### src/rtl/seq_detect_param.sv
// seq_detect_param: serial bit-pattern detector with a sliding-window compare.
// The detector keeps the last PAT_LEN-1 sampled bits and compares them, with
// the bit being sampled now, against PATTERN. A fill counter makes sure that
// only bits received since reset, clr or a non-overlapping match can
// contribute to a match. It reports a registered one-cycle match pulse and a
// saturating match count.
module seq_detect_param #(
  parameter int                 PAT_LEN = 5,
  parameter logic [PAT_LEN-1:0] PATTERN = 5'b11011,
  parameter int                 CNT_W   = 8
) (
  input  logic             clk,
  input  logic             rst,
  input  logic             en,
  input  logic             signal,
  input  logic             overlap,
  input  logic             clr,
  output logic             out,
  output logic [CNT_W-1:0] match_cnt
);

  // fill only needs to reach PAT_LEN-1. PAT_LEN >= 2 keeps this width at 1 or more.
  localparam int                FILL_W   = $clog2(PAT_LEN);
  localparam logic [FILL_W-1:0] FILL_MAX = FILL_W'(PAT_LEN - 1);

  logic [PAT_LEN-2:0] hist;
  logic [FILL_W-1:0]  fill;
  logic [PAT_LEN-1:0] window;
  logic               match;
  logic [FILL_W-1:0]  fill_next;
  logic               cnt_sat;

  // Window compare and next fill. The newest history bit is the LSB, so the
  // window lines up with PATTERN, whose MSB is the oldest bit.
  always_comb begin
    window    = {hist, signal};
    match     = (fill == FILL_MAX) && (window == PATTERN);
    cnt_sat   = &match_cnt;
    fill_next = fill;
    if (match && !overlap) begin
      // Non-overlapping mode: the matched bits may not be used again.
      fill_next = '0;
    end else if (fill != FILL_MAX) begin
      fill_next = fill + FILL_W'(1);
    end
  end

  // State update. clr has priority over en, and idle cycles hold all state so
  // that a pattern may span gaps in en.
  always_ff @(posedge clk or posedge rst) begin
    if (rst) begin
      out       <= 1'b0;
      match_cnt <= '0;
      fill      <= '0;
      hist      <= '0;
    end else if (clr) begin
      out       <= 1'b0;
      match_cnt <= '0;
      fill      <= '0;
      hist      <= '0;
    end else if (!en) begin
      out <= 1'b0;
    end else begin
      out  <= match;
      hist <= window[PAT_LEN-2:0];
      fill <= fill_next;
      if (match && !cnt_sat) begin
        match_cnt <= match_cnt + CNT_W'(1);
      end
    end
  end

endmodule
### config.mk
export PLATFORM = sky130hd
export DESIGN_NAME = seq_detect_param
export DESIGN_NICKNAME = d
export VERILOG_FILES = /design/src/rtl/seq_detect_param.sv
export SDC_FILE = /design/constraint.sdc
export NUM_CORES = 1
export LEC_CHECK = 0
export BUFFER_PORTS_ARGS = -buffer_cell sky130_fd_sc_hd__buf_2
export CORE_MARGIN = 2
export CORE_UTILIZATION = 47
export DETAILED_ROUTE_END_ITERATION = 10
export MAX_ROUTING_LAYER = met4
export PLACE_DENSITY = 0.74
export SYNTH_ARGS = -nofsm -noshare
export SYNTH_HDL_FRONTEND = slang
export SYNTH_SLANG_ARGS = --single-unit
export TNS_END_PERCENT = 1
### constraint.sdc
create_clock -name clk -period 1.7 [get_ports clk]
set_input_delay 0.17 -clock clk [delete_from_list [all_inputs] [get_ports clk]]
set_output_delay 0.17 -clock clk [all_outputs]
set_load 0.005 [all_outputs]
## After elaboration in Yosys (flattened, before gate mapping)

Index checks and enable logic that the tools add are counted.

| word-level totals | value |
|---|---|
| bits in registers | 16 |
| latch bits | 0 |
| RAM bits | 0 |
| memory bits (read-only) | 0 |
| output and inout port bits | 9 |
| word-level logic and storage cells | 31 |
| memories kept | 0 |

| cells by class | value |
|---|---|
| add/sub/neg operators | 2 |
| multiply operators | 0 |
| divide/modulo/power cells | 0 |
| magnitude comparators | 0 |
| equality and inequality tests | 3 |
| shift operators | 0 |
| multiplexer cells | 11 |
| bitwise gates (word level) | 0 |
| reductions and logical operators | 11 |

Operator list:

| operator | number |
|---|---|
| $mux 8 | 3 |
| $mux 3 | 4 |
| $add 8x1->8 const B | 1 |
| $mux 4 | 2 |
| $reduce_and 8->1 | 1 |
| $eq 5x5->1 const B | 1 |
| $reduce_and 2->1 | 2 |
| $reduce_bool 2->1 | 2 |
| $add 3x1->3 const B | 1 |
| $eq 3x3->1 const B | 1 |
| $logic_and 1x1->1 | 3 |
| $ne 3x3->1 const B | 1 |
| $reduce_bool 3->1 | 1 |
| $logic_not 1->1 | 2 |
| $mux 1 | 2 |

## Logic depth before layout (Yosys ltp)

Gate-level depths: netlist (run 1).

| depth | value |
|---|---|
| depth after elaboration | 6 |
| mapped depth | 8 |
| gate-level depth less buffers | 6 |

## Least setup slack after synthesis (run 1)

No wires, ideal clock.

| timing | value |
|---|---|
| kind | register to register |
| start | register fill[0] |
| end | register match_cnt[7] |
| arrival time | 1.650 ns |
| data required time | 1.560 ns |
| path slack | -0.090 ns |
| stages on the path, launching flop included | 9 |
| path buffers | 2 |
| period minus slack after synthesis | 1.790 ns |
| cell sequence | dfrtp_1 > inv_1 > ha_1 > nand4_1 > or2_0 > clkbuf_2 > buf_2 > o311ai_0 > o41ai_1 |

| between the ends | value |
|---|---|
| word-level cells in the longest chain between the ends | 5 |

Ends and longest elaborated chain:

| element | line | text |
|---|---|---|
| from (decl) | 27 | `logic [FILL_W-1:0] fill;` |
| from (signal assigned) | 66 | `fill <= fill_next;` |
| $eq 3x3->1 | 37 | `match = (fill == FILL_MAX) && (window == PATTERN);` |
| $logic_and 1x1->1 | 37 |  |
| $logic_and 1x1->1 | 67 | `if (match && !cnt_sat) begin` |
| $reduce_bool 2->1 (no line) | -- |  |
| $reduce_and 2->1 (no line) | -- |  |
| to (signal assigned) | 68 | `match_cnt <= match_cnt + CNT_W'(1);` |
| to (decl) | 19 | `output logic [CNT_W-1:0] match_cnt` |

No other way between the ends.
A chain may end at the register's enable or synchronous reset.

## Final worst setup path (run 1)

| timing | value |
|---|---|
| start | register fill[1] |
| end | register fill[0] |

| between the ends | value |
|---|---|
| word-level cells in the longest chain between the ends | 6 |
| elaborated cells between the ends (all ways) | 9 |

Ends and longest elaborated chain:

| element | line | text |
|---|---|---|
| $eq 3x3->1 | 37 |  |
| $logic_and 1x1->1 | 37 |  |
| $logic_and 1x1->1 | 40 | `if (match && !overlap) begin` |
| $mux 3 | 40 |  |
| $mux 3 | 61 | `end else if (!en) begin` |
| $mux 3 | 56 | `end else if (clr) begin` |

Several ways; a longest one is shown, not always the timed one. The select of a mux whose other input is x is not followed.

==> results_dict.tcl, run 1 <==
set metrics [dict create \
    outcome "finished clean" \
    critPathKind "register to register" \
    synth-seq-cells 16 \
    rows 15 \
    diodes 0 \
    leakage_nw 0.500 \
    final.setup.worst_slack_ns 0.0109 \
    hpwl_mm 1.31 \
    clockBufferDepth 2 \
    rsz0062_at_grt "yes" \
    startpoint_type "register" \
    drv_slew 0 \
    fin_nets 120 \
    ir_drop_uv 435 \
    grt_max_degree 18 \
    cts_tree "built" \
    htreeDepth 1 \
    dr.pass1.iters 4 \
    viasPerCell 6.09 \
    numCtsBuffers 3 \
    fp.dieH_um 46.1 \
    vias 773 \
    ant_nets 0 \
    dieArea_sq_um 2120 \
    routedWlPerCell_um 15.9 \
    cp_max_fo 4 \
    hold_ws_ns 0.176 \
    required_ns 1.87 \
    layout-drive-gt1-share_pct 39.1 \
    synthDistinctLibCells 29 \
    grt-ovfl-total 0 \
    fin_area_sq_um 1120 \
    core_sq_um 1690 \
    finalNonFillerCells 127 \
    setup_viol 0 \
    worstPathArrival_ns 1.86 \
    fmax_mhz 592 \
    maxSlewHeadroom_pct 59.5 \
    clock_latency_ns 0.29 \
    clock-sinks 16 \
    hold_viol_final 0 \
    ys_async_sr_fraction_pct 100 \
    ys_warn_count 0 \
    place.gp.congestion 0.852 \
    skew_ns 0.00660 \
    die_x_um 46.1 \
    syn_avg_cell_area_sq_um 9.67 \
    synth_nets 95 \
    layout_common_cells "dfrtp_1, buf_2, buf_4" \
    place_ws_ns -0.0882 \
    start_util_pct 49.3 \
    route.detailed.drc 0 \
    grtUsageTotal_pct 21.3 \
    pin_count 15 \
    placed_cell_area_sq_um 972 \
    drtIter0Drc 18 \
    areaGrowthSynthToFinish_pct 34.1 \
    grt_pass1_vias 721 \
    clkTransAtPathRegs_ns 0.09 \
    routed_wl_mm 2.02 \
    min_path_type "input port to register" \
    grt_pass1_wl_mm 3.13 \
    grt_antenna_before_repair 0 \
    syn-instance-count 86 \
    cp-end-kind "register" \
    ys.flop_type "dfrtp_1" \
    worst_pin_slew_ns 0.607 \
    synth_edf_count 0 \
    fin_crit_ns 1.69 \
    dp.cells 121 \
    mostFrequentLayoutCell "dfrtp_1" \
    cts-root-buf "clkbuf_4" \
    synth-seq-area-share_pct 48.1 \
    power_density_nw_per_um2 647 \
    maxCapViolations 0 \
    synth.cell_area_sq_um 832 \
    io_buffers 14 \
    period_share_pct 99.4 \
]
-- cells in the mapped netlist (3+ instances only) --
| cell type | instances | share of area (%) |
|---|---|---|
| a21oi_1 | 6 | 3.6 |
| clkbuf_1 | 3 | 1.4 |
| dfrtp_1 | 16 | 48 |
| ha_1 | 3 | 4.5 |
| inv_1 | 5 | 2.3 |
| mux2i_1 | 4 | 4.8 |
| nand2_1 | 5 | 2.3 |
| nand3_1 | 4 | 2.4 |
| nor2_1 | 8 | 3.6 |
| or3_1 | 3 | 2.3 |
-- final cells by class --
cell class | instances | area (sq um)
fillers | 132 | 573
multi-input cells | 60 | 480
flip-flops and latches | 16 | 400
repair buffers | 25 | 159
clock buffers | 4 | 36.3
well taps | 17 | 21.3
inverters | 5 | 18.8
-- cell families after synthesis --
group | after synthesis | share of synthesized area [%]
adder cells (fa/ha/maj) | 3 | 4.51
AO/OA/AOI/OAI | 19 | 15.3
AND/OR/NAND/NOR | 34 | 22.4
buffers and inverters | 10 | 4.81
flip-flops | 16 | 48.1
multiplexers | 4 | 4.81
-- worst max-delay path: stages, from the launching register on --
cell	delay (ns)
dfrtp_1	0.40
inv_2	0.07
ha_4	0.14
nand4_1	0.10
buf_4	0.17
or4_4	0.48
nand3_2	0.10
a311oi_2	0.10
-- state kept, by name (all words and copies together), names as in the netlist --
name       flops
fill           3
match_cnt      8
hist           4
out            1
-- metrics by stage --
stage               total power [mW]  TNS (ns)  util [%]
CTS                            0.720         0      61.7
detailed placement             0.454    -0.157      57.6
global route                   0.744    -0.362      66.1
global placement               0.451         0      57.6
finish                         0.723         0      66.1
floorplan                      0.432         0         -
-- where the power goes --
part,internal [mW],switching [mW]
Clock,0.131,0.130
Combinational,0.0309,0.0400
Sequential,0.386,0.00505
-- per-layer routing --
metal / routed length, um / GRT usage, %
met5: 0 / -
met4: 31 / 13.7
met3: 44 / 3.14
met2: 984 / 29.7
met1: 955 / 28.7
-- repair_timing --
action                                 4_1_cts  5_1_grt
endpoints found under the hold margin       16        0
setup endpoints to repair                    6        8
resized for setup                            6       12
setup buffers                                0        1
hold buffers                                 1        0
pin swaps                                    1        7
-- path summary, 6_finish.rpt --
kind / endpoint / slack [ns] / cells after the start / from
min reg2reg: hist[3]$_DFFE_PP0P_ / 0.56 / 2 / hist[3]$_DFFE_PP0P_
min in group asynchronous: hist[3]$_DFFE_PP0P_ / 0.48 / 3 / rst
min: hist[0]$_DFFE_PP0P_ / 0.18 / 3 / signal
max reg2reg: fill[0]$_DFFE_PP0P_ / 0.01 / 7 / fill[1]$_DFFE_PP0P_
max in group asynchronous: fill[2]$_DFFE_PP0P_ / 0.83 / 3 / rst
max: fill[0]$_DFFE_PP0P_ / 0.01 / 7 / fill[1]$_DFFE_PP0P_
Note: power is estimated with default switching activity, not from simulation.
==> run 2, diff against run 1 <==
--- a/config.mk
+++ b/config.mk
@@ -11,6 +11,7 @@
 export DETAILED_ROUTE_END_ITERATION = 10
 export MAX_ROUTING_LAYER = met4
 export PLACE_DENSITY = 0.74
+export REMOVE_ABC_BUFFERS = 1
 export SYNTH_ARGS = -nofsm -noshare
 export SYNTH_HDL_FRONTEND = slang
 export SYNTH_SLANG_ARGS = --single-unit
==> run 2 against run 1 <==
Worst setup slack gained 0.024 ns; register-to-register slack better by 0.02 ns; critical path type unchanged; final cell count is 4.7% higher; fmax up 1.4%; clock power shrank 5%; total power shrank 0.77%; critical endpoint is now match_cnt[2]$_DFFE_PP0P_; clock skew fell by 0.0044 ns; critical path depth is the same; via count increased by 2.1%.
==> results_dict.tcl, run 2 (synthesis gave the netlist of run 1 again) <==
set metrics [dict create \
    top_register "match_cnt" \
    p_comb_share_pct 11.2 \
    dr.pass1.iters 4 \
    maxSlewHeadroom_pct 59.7 \
    skew_ns 0.00220 \
    r2r-end "match_cnt[2]$_DFFE_PP0P_" \
    place_ws_ns -0.178 \
    worst_pin_slew_ns 0.603 \
    hpwl_mm 1.42 \
    layout_common_cells "dfrtp_1, buf_4, buf_2" \
    fin_area_sq_um 1210 \
    grt-ovfl-total 0 \
    diodes 0 \
    route.detailed.drc 0 \
    ant_nets 0 \
    viasPerCell 5.93 \
    rows 15 \
    cp-end-kind "register" \
    final.setup.worst_slack_ns 0.0344 \
    hold_ws_ns 0.173 \
    largest_register_ffs 8 \
    drv_slew 0 \
    required_ns 1.91 \
    reg.largest.list "match_cnt: 8 flops, hist: 4 flops, fill: 3 flops" \
    r2r-start "fill[0]$_DFFE_PP0P_" \
    ff2ff_path_depth 7 \
    mostFrequentLayoutCell "dfrtp_1" \
    worstPathArrival_ns 1.88 \
    clock-sinks 16 \
    dieArea_sq_um 2120 \
    seqPwrFrac_pct 54.4 \
    power_density_nw_per_um2 593 \
    dp.cells 126 \
    startpoint_type "register" \
    clock_latency_ns 0.28 \
    die_x_um 46.1 \
    start_util_pct 49.3 \
    drtIter0Drc 17 \
    routed_wl_mm 2.14 \
    finalNonFillerCells 133 \
    clkTransAtPathRegs_ns 0.09 \
    setup_viol 0 \
    grt_pass1_vias 683 \
    leakage_nw 0.536 \
    fin_crit_ns 1.67 \
    p_sw_share_pct 23.0 \
    cp-startpoint "fill[0]$_DFFE_PP0P_" \
    grt_max_degree 18 \
    outcome "finished clean" \
    switching_power_mw 0.165 \
    fmax_mhz 600 \
    period_share_pct 98.0 \
    min_path_type "input port to register" \
    routedWlPerCell_um 16.1 \
    core_sq_um 1690 \
    hp-start "signal" \
    maxCapViolations 0 \
    cts-root-buf "clkbuf_4" \
    vias 789 \
    areaGrowthSynthToFinish_pct 45.3 \
    internal-power_mw 0.552 \
    grt_pass1_wl_mm 2.99 \
    io_buffers 14 \
    placed_cell_area_sq_um 1010 \
    cts_tree "built" \
    ir_drop_uv 459 \
    numCtsBuffers 3 \
    rrSetupSlack_ns 0.03 \
    critPathKind "register to register" \
    crit_end "match_cnt[2]$_DFFE_PP0P_" \
    grtUsageTotal_pct 20.7 \
    pin_count 15 \
    htreeDepth 1 \
    hold_viol_final 0 \
    finish.utilization_pct 71.6 \
    grt_antenna_before_repair 0 \
    clockBufferDepth 2 \
    cp_max_fo 7 \
    setup_tns_ns 0 \
    place.gp.congestion 0.857 \
    rsz0062_at_grt "yes" \
    total_power_mw 0.717 \
    p_clk_share_pct 34.3 \
    fin_nets 126 \
    fp.dieH_um 46.1 \
    layout-drive-gt1-share_pct 46.6 \
]
run 2: cell type report:
type	count	area, sq um
Clock buffer	4	36.3
Fill cell	124	480
Inverter	5	18.8
Multi-Input combinational cell	60	528
Sequential cell	16	400
Tap cell	17	21.3
Timing Repair Buffer	31	204
run 2: critical path, cell delays in order (launching register included):
cell and delay [ns]:
dfrtp_1 0.40, inv_2 0.07, ha_4 0.12, nand4_1 0.11, or2_4 0.31, buf_4 0.14
or3_1 0.31, a21oi_2 0.13
run 2: worst min-delay path by stage:
stage	slack [ns]	endpoint	cells past startpoint
after floorplan	0.08	fill[0]$_DFFE_PP0P_	1
after global placement	0.26	out$_DFF_PP0_	2
after detailed placement	0.27	fill[2]$_DFFE_PP0P_	2
after CTS	0.16	fill[2]$_DFFE_PP0P_	3
after global routing	0.18	fill[2]$_DFFE_PP0P_	3
final	0.17	hist[0]$_DFFE_PP0P_	3
run 2: layer usage:
| metal | vias to the layer above | part of all wire (%) | GRT usage (%) |
|---|---|---|---|
| met5 | - | 0 | - |
| li1 | 382 | - | - |
| met2 | 17 | 51 | 33.3 |
| met4 | 0 | 1.4 | 12.0 |
| met1 | 386 | 45 | 24.7 |
| met3 | 4 | 2.7 | 2.75 |
run 2: repair_timing:
item / CTS / global route
pin swaps: 5 / 8
endpoints found under the setup margin: 9 / 10
buffers inserted: 1 / 1
gates cloned: 0 / 0
hold endpoints to repair: 16 / 0
gates resized for setup: 7 / 22
hold buffers: 1 / 0
run 2: power groups by stage:
stage | clock network (mW) | logic, mW | registers (mW)
finish | 0.246 | 0.0806 | 0.390
global route | 0.273 | 0.0876 | 0.391
CTS | 0.255 | 0.0649 | 0.390
detailed placement | 0 | 0.0613 | 0.397
global placement | 0 | 0.0593 | 0.397
floorplan | 0 | 0.0250 | 0.398
==> run 3, diff against run 2 <==
--- a/config.mk
+++ b/config.mk
@@ -7,11 +7,12 @@
 export LEC_CHECK = 0
 export BUFFER_PORTS_ARGS = -buffer_cell sky130_fd_sc_hd__buf_2
 export CORE_MARGIN = 2
-export CORE_UTILIZATION = 47
+export CORE_UTILIZATION = 45
 export DETAILED_ROUTE_END_ITERATION = 10
 export MAX_ROUTING_LAYER = met4
-export PLACE_DENSITY = 0.74
+export PLACE_DENSITY = 0.71
 export REMOVE_ABC_BUFFERS = 1
+export SKIP_CTS_REPAIR_TIMING = 1
 export SYNTH_ARGS = -nofsm -noshare
 export SYNTH_HDL_FRONTEND = slang
 export SYNTH_SLANG_ARGS = --single-unit
==> run 3 against run 2 <==
The run now ends with setup timing left; global-route usage down 0.11 points; core utilization is 4.8 points lower; combinational power fell by 15%; final cell count is 4.5% higher; final area fell by 4.7%; critical path depth did not move; clock skew rose by 0.0077 ns; register-to-register slack worse by 0.04 ns; critical endpoint is now match_cnt[1]$_DFFE_PP0P_; largest cell class unchanged; largest power group unchanged; highest routed layer is now met3.
==> results_dict.tcl, run 3 (synthesis gave the netlist of run 1 again) <==
set metrics [dict create \
    outcome "finished, violations left" \
    violations "setup timing" \
    place.gp.congestion 0.818 \
    grt_max_degree 18 \
    worst_pin_slew_ns 0.631 \
    grt_pass1_wl_mm 3.08 \
    ant_nets 0 \
    start_util_pct 48.2 \
    drtIter0Drc 11 \
    fin_area_sq_um 1150 \
    finalNonFillerCells 139 \
    power_density_nw_per_um2 616 \
    multi_input_area_sq_um 473 \
    io_buffers 14 \
    switching_power_mw 0.164 \
    required_ns 1.91 \
    diodes 0 \
    die_x_um 47 \
    grt-ovfl-total 0 \
    cts-root-buf "clkbuf_4" \
    grtUsageTotal_pct 20.6 \
    period_share_pct 100 \
    internal-power_mw 0.546 \
    hold_viol_final 0 \
    top_register "match_cnt" \
    regArea_sq_um 400 \
    layout_common_cells "dfrtp_1, buf_2, buf_4" \
    pin_count 15 \
    fmax_mhz 586 \
    p_clk_share_pct 35.4 \
    drv_slew 0 \
    hp-start "signal" \
    finish.utilization_pct 66.7 \
    hpwl_mm 1.28 \
    maxSlewHeadroom_pct 57.9 \
    cts_tree "built" \
    fillers 148 \
    maxCapViolations 0 \
    cp_max_fo 7 \
    routedWlPerCell_um 15.0 \
    dieArea_sq_um 2210 \
    final.setup.worst_slack_ns -0.00523 \
    dp.cells 130 \
    clock-sinks 16 \
    clock_latency_ns 0.29 \
    clkTransAtPathRegs_ns 0.10 \
    seqPwrFrac_pct 54.9 \
    fin_nets 124 \
    route.detailed.drc 0 \
    vias 789 \
    dr.pass1.iters 4 \
    layout-drive-gt1-share_pct 39.5 \
    largest_register_ffs 8 \
    grt_antenna_before_repair 0 \
    reg.largest.list "match_cnt: 8 flops, hist: 4 flops, fill: 3 flops" \
    setup_tns_ns -0.00916 \
    fp.dieH_um 47 \
    leakage_nw 0.513 \
    min_path_type "input port to register" \
    numCtsBuffers 3 \
    grt_pass1_vias 727 \
    p_comb_share_pct 9.6 \
    p_sw_share_pct 23.1 \
    core_sq_um 1730 \
    ir_drop_uv 654 \
    critPathKind "register to register" \
    skew_ns 0.00990 \
    rows 15 \
    clockBufferDepth 2 \
    hold_ws_ns 0.151 \
    viasPerCell 5.68 \
    placed_cell_area_sq_um 987 \
    worstPathArrival_ns 1.92 \
    fin_crit_ns 1.71 \
    startpoint_type "register" \
    setup_viol 2 \
    htreeDepth 1 \
    routed_wl_mm 2.08 \
    cp-startpoint "fill[0]$_DFFE_PP0P_" \
    r2r-start "fill[0]$_DFFE_PP0P_" \
    cp-end-kind "register" \
    rsz0062_at_grt "yes" \
    areaGrowthSynthToFinish_pct 38.5 \
    mostFrequentLayoutCell "dfrtp_1" \
]
run 3: stage by stage:
stage                     worst slack (ns)  total power, mW
after global routing               -0.0759            0.753
after floorplan                     -0.181            0.423
final                             -0.00523            0.710
after detailed placement            -0.127            0.457
after CTS                           -0.149            0.716
after global placement             -0.0384            0.454
run 3: final timing paths:
kind / depth (start not counted) / slack [ns] / end
min in group asynchronous: 3 / 0.50 / fill[2]$_DFFE_PP0P_
max: 7 / -0.005 / match_cnt[1]$_DFFE_PP0P_
max in group asynchronous: 3 / 0.79 / match_cnt[1]$_DFFE_PP0P_
min: 3 / 0.15 / hist[0]$_DFFE_PP0P_
min reg2reg: 2 / 0.54 / hist[3]$_DFFE_PP0P_
max reg2reg: 7 / -0.005 / match_cnt[1]$_DFFE_PP0P_
run 3: routing by layer:
metal  track usage [%]  vias to the layer above  wire (um)
met1              25.7                      390        941
li1                  -                      381          -
met2              32.1                       18       1050
met4              3.89                        0          0
met3              8.08                        0         89
met5                 -                        -          0
run 3: final cells by class:
cell class	count	area share [%]
repair buffers	29	16.7
well taps	25	2.71
multi-input cells	60	41.0
flip-flops and latches	16	34.7
inverters	5	1.63
clock buffers	4	3.15
run 3: power groups by stage:
stage,clock network [mW],logic (mW),registers (mW)
floorplan,0,0.0250,0.398
global placement,0,0.0567,0.398
detailed placement,0,0.0593,0.398
CTS,0.266,0.0596,0.390
global route,0.287,0.0751,0.391
finish,0.252,0.0682,0.390
run 3: worst max-delay path: stages (launching register included):
cell and delay (ns):
dfrtp_1 0.38, inv_1 0.07, ha_2 0.17, nand4_1 0.10
or2_1 0.27, buf_6 0.15, or3b_4 0.37, a21oi_2 0.13
